## src/rtl/base_pkg.sv

```systemverilog
// base_pkg: shared types and helpers for the base-modules library.
//   pwm_state_t     - pulse_width_meter FSM states
//   calc_max_count  - MAX_PERIOD / CYCLE_TIME (integer division)
//   calc_cw         - counter width able to hold calc_max_count
package base_pkg;

  typedef enum logic [1:0] {
    IDLE      = 2'd0,
    WAIT_RISE = 2'd1,
    MEASURE   = 2'd2,
    HOLD      = 2'd3
  } pwm_state_t;

  function automatic int calc_max_count(input int max_period, input int cycle_time);
    return max_period / cycle_time;
  endfunction

  // At least one bit so a degenerate MAX_COUNT=0 still elaborates.
  function automatic int calc_cw(input int max_period, input int cycle_time);
    int m;
    m = calc_max_count(max_period, cycle_time);
    return (m < 1) ? 1 : $clog2(m + 1);
  endfunction

endpackage

```

## src/rtl/pulse_width_meter_edge_detect.sv

```systemverilog
// edge_detect: conditions the measured input and flags rising edges.
//   clk, rst_n : clock, async active-low reset
//   sig_in     : raw input pulse
//   level      : conditioned level seen by the FSM
//   rise       : level & ~sig_d (one-cycle strobe)
// Option PULSE_WIDTH_METER_SYNC_EN: insert a 2-flop synchroniser (reset 0)
// ahead of the edge detector; otherwise sig_in is assumed synchronous.
module edge_detect (
  input  logic clk,
  input  logic rst_n,
  input  logic sig_in,
  output logic level,
  output logic rise
);

`ifdef PULSE_WIDTH_METER_SYNC_EN
  logic [1:0] sync_pipe;

  always_ff @(posedge clk or negedge rst_n) begin
    if (!rst_n) sync_pipe <= '0;
    else        sync_pipe <= {sync_pipe[0], sig_in};
  end

  assign level = sync_pipe[1];
`else
  assign level = sig_in;
`endif

  // Previous conditioned level, tracked in every FSM state so a pulse
  // already high at arm time never looks like a fresh rise.
  logic sig_d;

  always_ff @(posedge clk or negedge rst_n) begin
    if (!rst_n) sig_d <= 1'b0;
    else        sig_d <= level;
  end

  assign rise = level & ~sig_d;

endmodule

```

## src/rtl/pulse_width_meter.sv

```systemverilog
// pulse_width_meter: measures the high time of sig_in in clock cycles and
// hands the result to a consumer over valid/ready.
//   MAX_PERIOD, CYCLE_TIME : MAX_COUNT = MAX_PERIOD / CYCLE_TIME
//   clk, rst_n             : clock, async active-low reset
//   arm                    : start one measurement (IDLE, or HOLD handshake)
//   sig_in                 : pulse being measured
//   busy                   : measurement in progress (WAIT_RISE/MEASURE)
//   result, overflow       : width in cycles, saturation flag
//   result_valid/ready     : output handshake, result held until accepted
// Option PULSE_WIDTH_METER_SYNC_EN (see edge_detect): adds 2 cycles of
// latency to busy falling / result_valid rising, widths unchanged.
module pulse_width_meter
  import base_pkg::*;
#(
  parameter  int MAX_PERIOD = 10000,
  parameter  int CYCLE_TIME = 10,
  localparam int MAX_COUNT  = calc_max_count(MAX_PERIOD, CYCLE_TIME),
  localparam int CW         = calc_cw(MAX_PERIOD, CYCLE_TIME)
) (
  input  logic          clk,
  input  logic          rst_n,
  input  logic          arm,
  input  logic          sig_in,
  output logic          busy,
  output logic [CW-1:0] result,
  output logic          result_valid,
  input  logic          result_ready,
  output logic          overflow
);

  localparam logic [CW-1:0] CNT_MAX = CW'(MAX_COUNT);

  pwm_state_t    state;
  logic [CW-1:0] cnt;
  logic          level;
  logic          rise;

  edge_detect u_edge (
    .clk   (clk),
    .rst_n (rst_n),
    .sig_in(sig_in),
    .level (level),
    .rise  (rise)
  );

  always_ff @(posedge clk or negedge rst_n) begin
    if (!rst_n) begin
      state        <= IDLE;
      cnt          <= '0;
      busy         <= 1'b0;
      result       <= '0;
      result_valid <= 1'b0;
      overflow     <= 1'b0;
    end else begin
      case (state)
        IDLE: begin
          if (arm) begin
            cnt   <= '0;
            busy  <= 1'b1;
            state <= WAIT_RISE;
          end
        end
        WAIT_RISE: begin
          // The rising sample itself is the first counted cycle.
          if (rise) begin
            cnt   <= CW'(1);
            state <= MEASURE;
          end
        end
        MEASURE: begin
          if (level) begin
            if (cnt != CNT_MAX) cnt <= cnt + 1'b1;  // saturate, never wrap
          end else begin
            result       <= cnt;
            overflow     <= (cnt == CNT_MAX);
            result_valid <= 1'b1;
            busy         <= 1'b0;
            state        <= HOLD;
          end
        end
        HOLD: begin
          // result/overflow keep their value; only the handshake moves on.
          if (result_ready) begin
            result_valid <= 1'b0;
            if (arm) begin
              cnt   <= '0;
              busy  <= 1'b1;
              state <= WAIT_RISE;
            end else begin
              state <= IDLE;
            end
          end
        end
        default: state <= IDLE;
      endcase
    end
  end

endmodule

```

## config.mk

```make
export PLATFORM = sky130hd
export DESIGN_NAME = pulse_width_meter
export DESIGN_NICKNAME = d
export VERILOG_FILES = /design/src/rtl/base_pkg.sv /design/src/rtl/pulse_width_meter_edge_detect.sv /design/src/rtl/pulse_width_meter.sv
export SDC_FILE = /design/constraint.sdc
export NUM_CORES = 1
export LEC_CHECK = 0
export ABC_AREA = 0
export CORE_ASPECT_RATIO = 1.4
export CORE_MARGIN = 3
export CORE_UTILIZATION = 25
export DETAILED_ROUTE_END_ITERATION = 7
export PLACE_DENSITY = 0.45
export REMOVE_ABC_BUFFERS = 1
export SLEW_MARGIN = 20
export SYNTH_ARGS = -nofsm -noshare
export SYNTH_HDL_FRONTEND = slang
export SYNTH_SLANG_ARGS = --single-unit
export TNS_END_PERCENT = 100
```

## constraint.sdc

```tcl
create_clock -name clk -period 2.5 [get_ports clk]
set_input_delay 0.5 -clock clk [delete_from_list [all_inputs] [get_ports clk]]
set_output_delay 0.5 -clock clk [all_outputs]
set_load 0.02 [all_outputs]
```

# Word level (Yosys, flattened, before mapping)
# Index checks and enable logic that the tools add are counted.
# totals
ff_bits,26
output_inout_bits,13
elab_cells,49
# op_classes
add_sub_neg,1
n_eq_ne,11
muxes,19
bitwise_logic,3
n_reduce_logical,8
# op_table
op,n
$mux 10,5
$pmux 10 s4,1
$ne 2x2->1 const B,6
$add 10x1->10 const B,1
$eq 10x10->1 const B,1
$ne 10x10->1 const B,1
$mux 2,4
$pmux 2 s4,1
$reduce_and 4->1,2
$mux 1,6
$reduce_and 3->1,2
$eq 2x2->1 const B,2
$pmux 1 s3,1
$reduce_bool 3->1,1
$eq 2x1->1 const B,1
$logic_not 2->1,1
$not 1->1,2
$pmux 1 s2,1
$reduce_and 2->1,1
$reduce_bool 2->1,1
$and 1x1->1,1

# Logic depth before layout (Yosys ltp)
# depth
ltp_word,4
mapped_depth,8
ltp_nobuf,6

# Modules after synthesis
# A second synthesis with hierarchy kept.
# hier_totals
hier_cells,143
area_unflattened_um2,1388.8
# modules_own_cells
module,instances,cells_each,area_each_um2,seq_area_each_um2
pulse_width_meter,1,140,1342.5,625.6
edge_detect,1,3,46.3,25.0

# Worst setup path before layout
# Ideal clock, no wire load.
# synth_path
path_kind,reg2reg
start,register state[0]
end,register cnt[9]
setup_time_ps,121
arrival_ps,1685
required_time_ps,2379
path_slack_ps,694
stages_incl_launch_ff,9
path_buffers,2
synth_period_minus_slack_ps,1806
path_cell_list,dfrtp_1 inv_1 ha_1 buf_4 and2_2 clkdlybuf4s15_1 o31ai_1 o211ai_1 a22o_1
# synth_between
elab_chain_len,3
# synth_lines
element,line,text
from (decl),pulse_width_meter.sv:33,pwm_state_t state;
from (signal assigned),pulse_width_meter.sv:48,state <= IDLE;
from (signal assigned),pulse_width_meter.sv:60,state <= WAIT_RISE;
from (signal assigned),pulse_width_meter.sv:67,state <= MEASURE;
$eq 2x2->1 / $eq 2x1->1 (equally long branches),pulse_width_meter.sv:55,case (state)
$ne 2x2->1 (no source line),-,
$reduce_and 4->1 (no source line),-,
to (signal assigned),pulse_width_meter.sv:72,if (cnt != CNT_MAX) cnt <= cnt + 1'b1;
to (decl),pulse_width_meter.sv:34,logic [CW-1:0] cnt;
# Several ways; a longest one is shown, not always the timed one.
# A chain may end at the register's enable or synchronous reset.

# Worst setup path in the final report
# layout_path
start,register state[0]
end,register state[0]
# layout_between
elab_chain_len,3
# layout_lines
element,line
$eq 2x2->1 (tied with other cells),pulse_width_meter.sv:55
$ne 2x2->1 (no source line),-
$reduce_and 4->1 (no source line),-
# Several ways; a longest one is shown, not always the timed one.

==> results.sh <==
export IMPL_fin_crit_sh=0.835
export IMPL_fp_dieH_um=94.3
export IMPL_synth_top_area_share=0.468
export IMPL_setup_worst_path_start="state[0]"
export IMPL_grt_max_degree=27
export IMPL_start_util=0.264
export IMPL_yosys_cell_types_count=40
export IMPL_cp_data_required_time_ps=2680
export IMPL_num_rows=31
export IMPL_grt_pass1_vias=1083
export IMPL_yosysTopAreaCell="dfrtp_1"
export IMPL_setup_tns_ps=0
export IMPL_drive_gt1_frac=0.172
export IMPL_ctsResizeCount=0
export IMPL_root_buffer="clkbuf_8"
export IMPL_reg2reg_to="state[0]"
export IMPL_crit_end="state[0]"
export IMPL_coreArea_um2=5280
export IMPL_cts_tree="done"
export IMPL_hold_ws_ps=485
export IMPL_drv_cap=0
export IMPL_antenna_found_initial=0
export IMPL_slew_violations=0
export IMPL_drcViolationCount=0
export IMPL_slew_limit_headroom=0.669
export IMPL_grt_pass1_wl_um=4960
export IMPL_synth_warnings=0
export IMPL_layout_commonest_cell="dfrtp_1"
export IMPL_synthesis_area_um2=1390
export IMPL_async_flop_share=1.00
export IMPL_clkTransAtPathRegs_ps=80
export IMPL_ios=18
export IMPL_worstPathMaxFanout=9
export IMPL_cts_setup_buffers=0
export IMPL_ir_drop_mv=0.359
export IMPL_syn_area_per_cell_um2=11.1
export IMPL_cts_hold_buffers_added=0
export IMPL_cts_buffers=3
export IMPL_postRouteAntennaNets=0
export IMPL_hold_path_class="flop to flop"
export IMPL_clock_fmax_ghz=0.479
export IMPL_finalSetupViolCount=0
export IMPL_r2r_setup_slack_ps=410
export IMPL_syn_inst=125
export IMPL_power_density_nw_per_um2=798
export IMPL_viasPerCell=4.85
export IMPL_grt_use_total=0.0926
export IMPL_drt_wl_total_um=2820
export IMPL_rsz0062_at_grt="no"
export IMPL_skew_ps=2.63
export IMPL_fp_dieW_um=69.1
export IMPL_num_antenna_cells=0
export IMPL_worst_setup_path_start_kind="flop"
export IMPL_synth_main_ff_cell="dfrtp_1"
export IMPL_tightest_slew_ps=495
export IMPL_dp_hpwl_um=2140
export IMPL_vias=1024
export IMPL_reg2reg_from="state[0]"
export IMPL_h_tree_depth=1
export IMPL_synth_area_leaders="dfrtp_1 47%, mux2_2 7.3%, ha_1 7.2%"
export IMPL_gp_congestion=0.794
export IMPL_cp_end_kind="flop"
export IMPL_overflow=0
export IMPL_worstPathArrival_ps=2270
export IMPL_synth_edf_count=0
export IMPL_first_iter_violations=39
export IMPL_clock_sinks=26
export IMPL_hold_path_startpoint="result[1]"
export IMPL_wl_per_cell_um=13.3
export IMPL_critPathKind="flop to flop"
export IMPL_insertion_delay_ps=260
export IMPL_final_nets=160
export IMPL_finalCriticalPeriod_ps=2090
export IMPL_status="completed"
export IMPL_seq_area_frac_synth=0.468
export IMPL_final_cell_mix="26 x dfrtp_1, 17 x clkdlybuf4s50_1, 10 x nand2_1, 9 x mux2_2"
export IMPL_reg2reg_depth=6
export IMPL_portBuffers=17
export IMPL_dr_pass1_iters=4
export IMPL_cts_path_max_buffers=2
export IMPL_area_growth_pct=21.2
export IMPL_leakage_uw=0.000773
export IMPL_die_area_um2=6510
export IMPL_hold_violations=0
export IMPL_ys_ff_latch=26
export IMPL_power_total_uw=1350
kinds of logic (layout without fill, tap and decap cells):
group                    count (synthesis)  in the layout  synth area share
AO/OA/AOI/OAI                           32             32             0.190
adder cells (fa/ha/maj)                  8              8            0.0719
buffers and inverters                    7             27            0.0261
flip-flops                              26             26             0.468
multiplexers                            11             11            0.0872
AND/OR/NAND/NOR                         41             41             0.157
final cells by class:
type                            count  area (um^2)
Fill cell                         564         3590
Tap cell                           66         82.6
Inverter                            4         15.0
Timing Repair Buffer               20          193
Sequential cell                    26          651
Clock buffer                        3         41.3
Multi-Input combinational cell     92          704
stage by stage:
stage               setup WS [ps]  std cells  area (um^2)  utilization
global placement              267        208         1650        0.312
detailed placement            138        208         1650        0.312
floorplan                     765        122         1370            -
finish                        412        211         1690        0.320
global route                  257        211         1690        0.320
CTS                           395        211         1690        0.320
flip-flops by register name, indices dropped and copies added (netlist names):
signal        count
result           10
overflow          1
state             2
cnt              10
busy              1
u_edge.sig_d      1
result_valid      1
report_power, final:
group / internal (uW) / leakage (uW) / total (uW) / switching (uW)
registers: 480 / 0.000348 / 527 / 47.2
clock network: 108 / 0.0000216 / 229 / 121
logic: 246 / 0.000403 / 591 / 344
routing by layer:
layer  GRT usage  vias up  routed length, um
met3      0.0128        4                 64
li1            -      504                  -
met5           0        -                  0
met4      0.0293        0                 29
met2       0.175       13               1520
met1       0.106      503               1200
critical path, cell delays in order (launching register included):
cell	delay [ps]
dfrtp_1	410
inv_1	130
ha_1	330
and2_1	190
a2111oi_2	510
o21ai_0	200
a22oi_1	230
synth_stat cells (2+ instances only):
cell / count
nor3_1: 3
a21oi_1: 2
nand2b_1: 2
a21o_2: 3
mux2_2: 9
nor2b_1: 2
ha_1: 8
o21ai_0: 8
a22o_1: 2
nand3_1: 7
inv_1: 4
dfrtp_1: 26
o41ai_1: 2
mux2i_1: 2
nor2_1: 4
o31ai_1: 3
nand2_1: 10
a211o_1: 3
and3_1: 4
worst min path at each step:
stage / end / slack [ps] / cells past startpoint
after CTS: result[1] / 490 / 2
after detailed placement: result[1] / 470 / 2
after global routing: result[8] / 520 / 1
after global placement: result[1] / 470 / 2
after floorplan: busy / 200 / 0
final: result[1] / 480 / 2
Note: power is estimated with default switching activity, not from simulation.
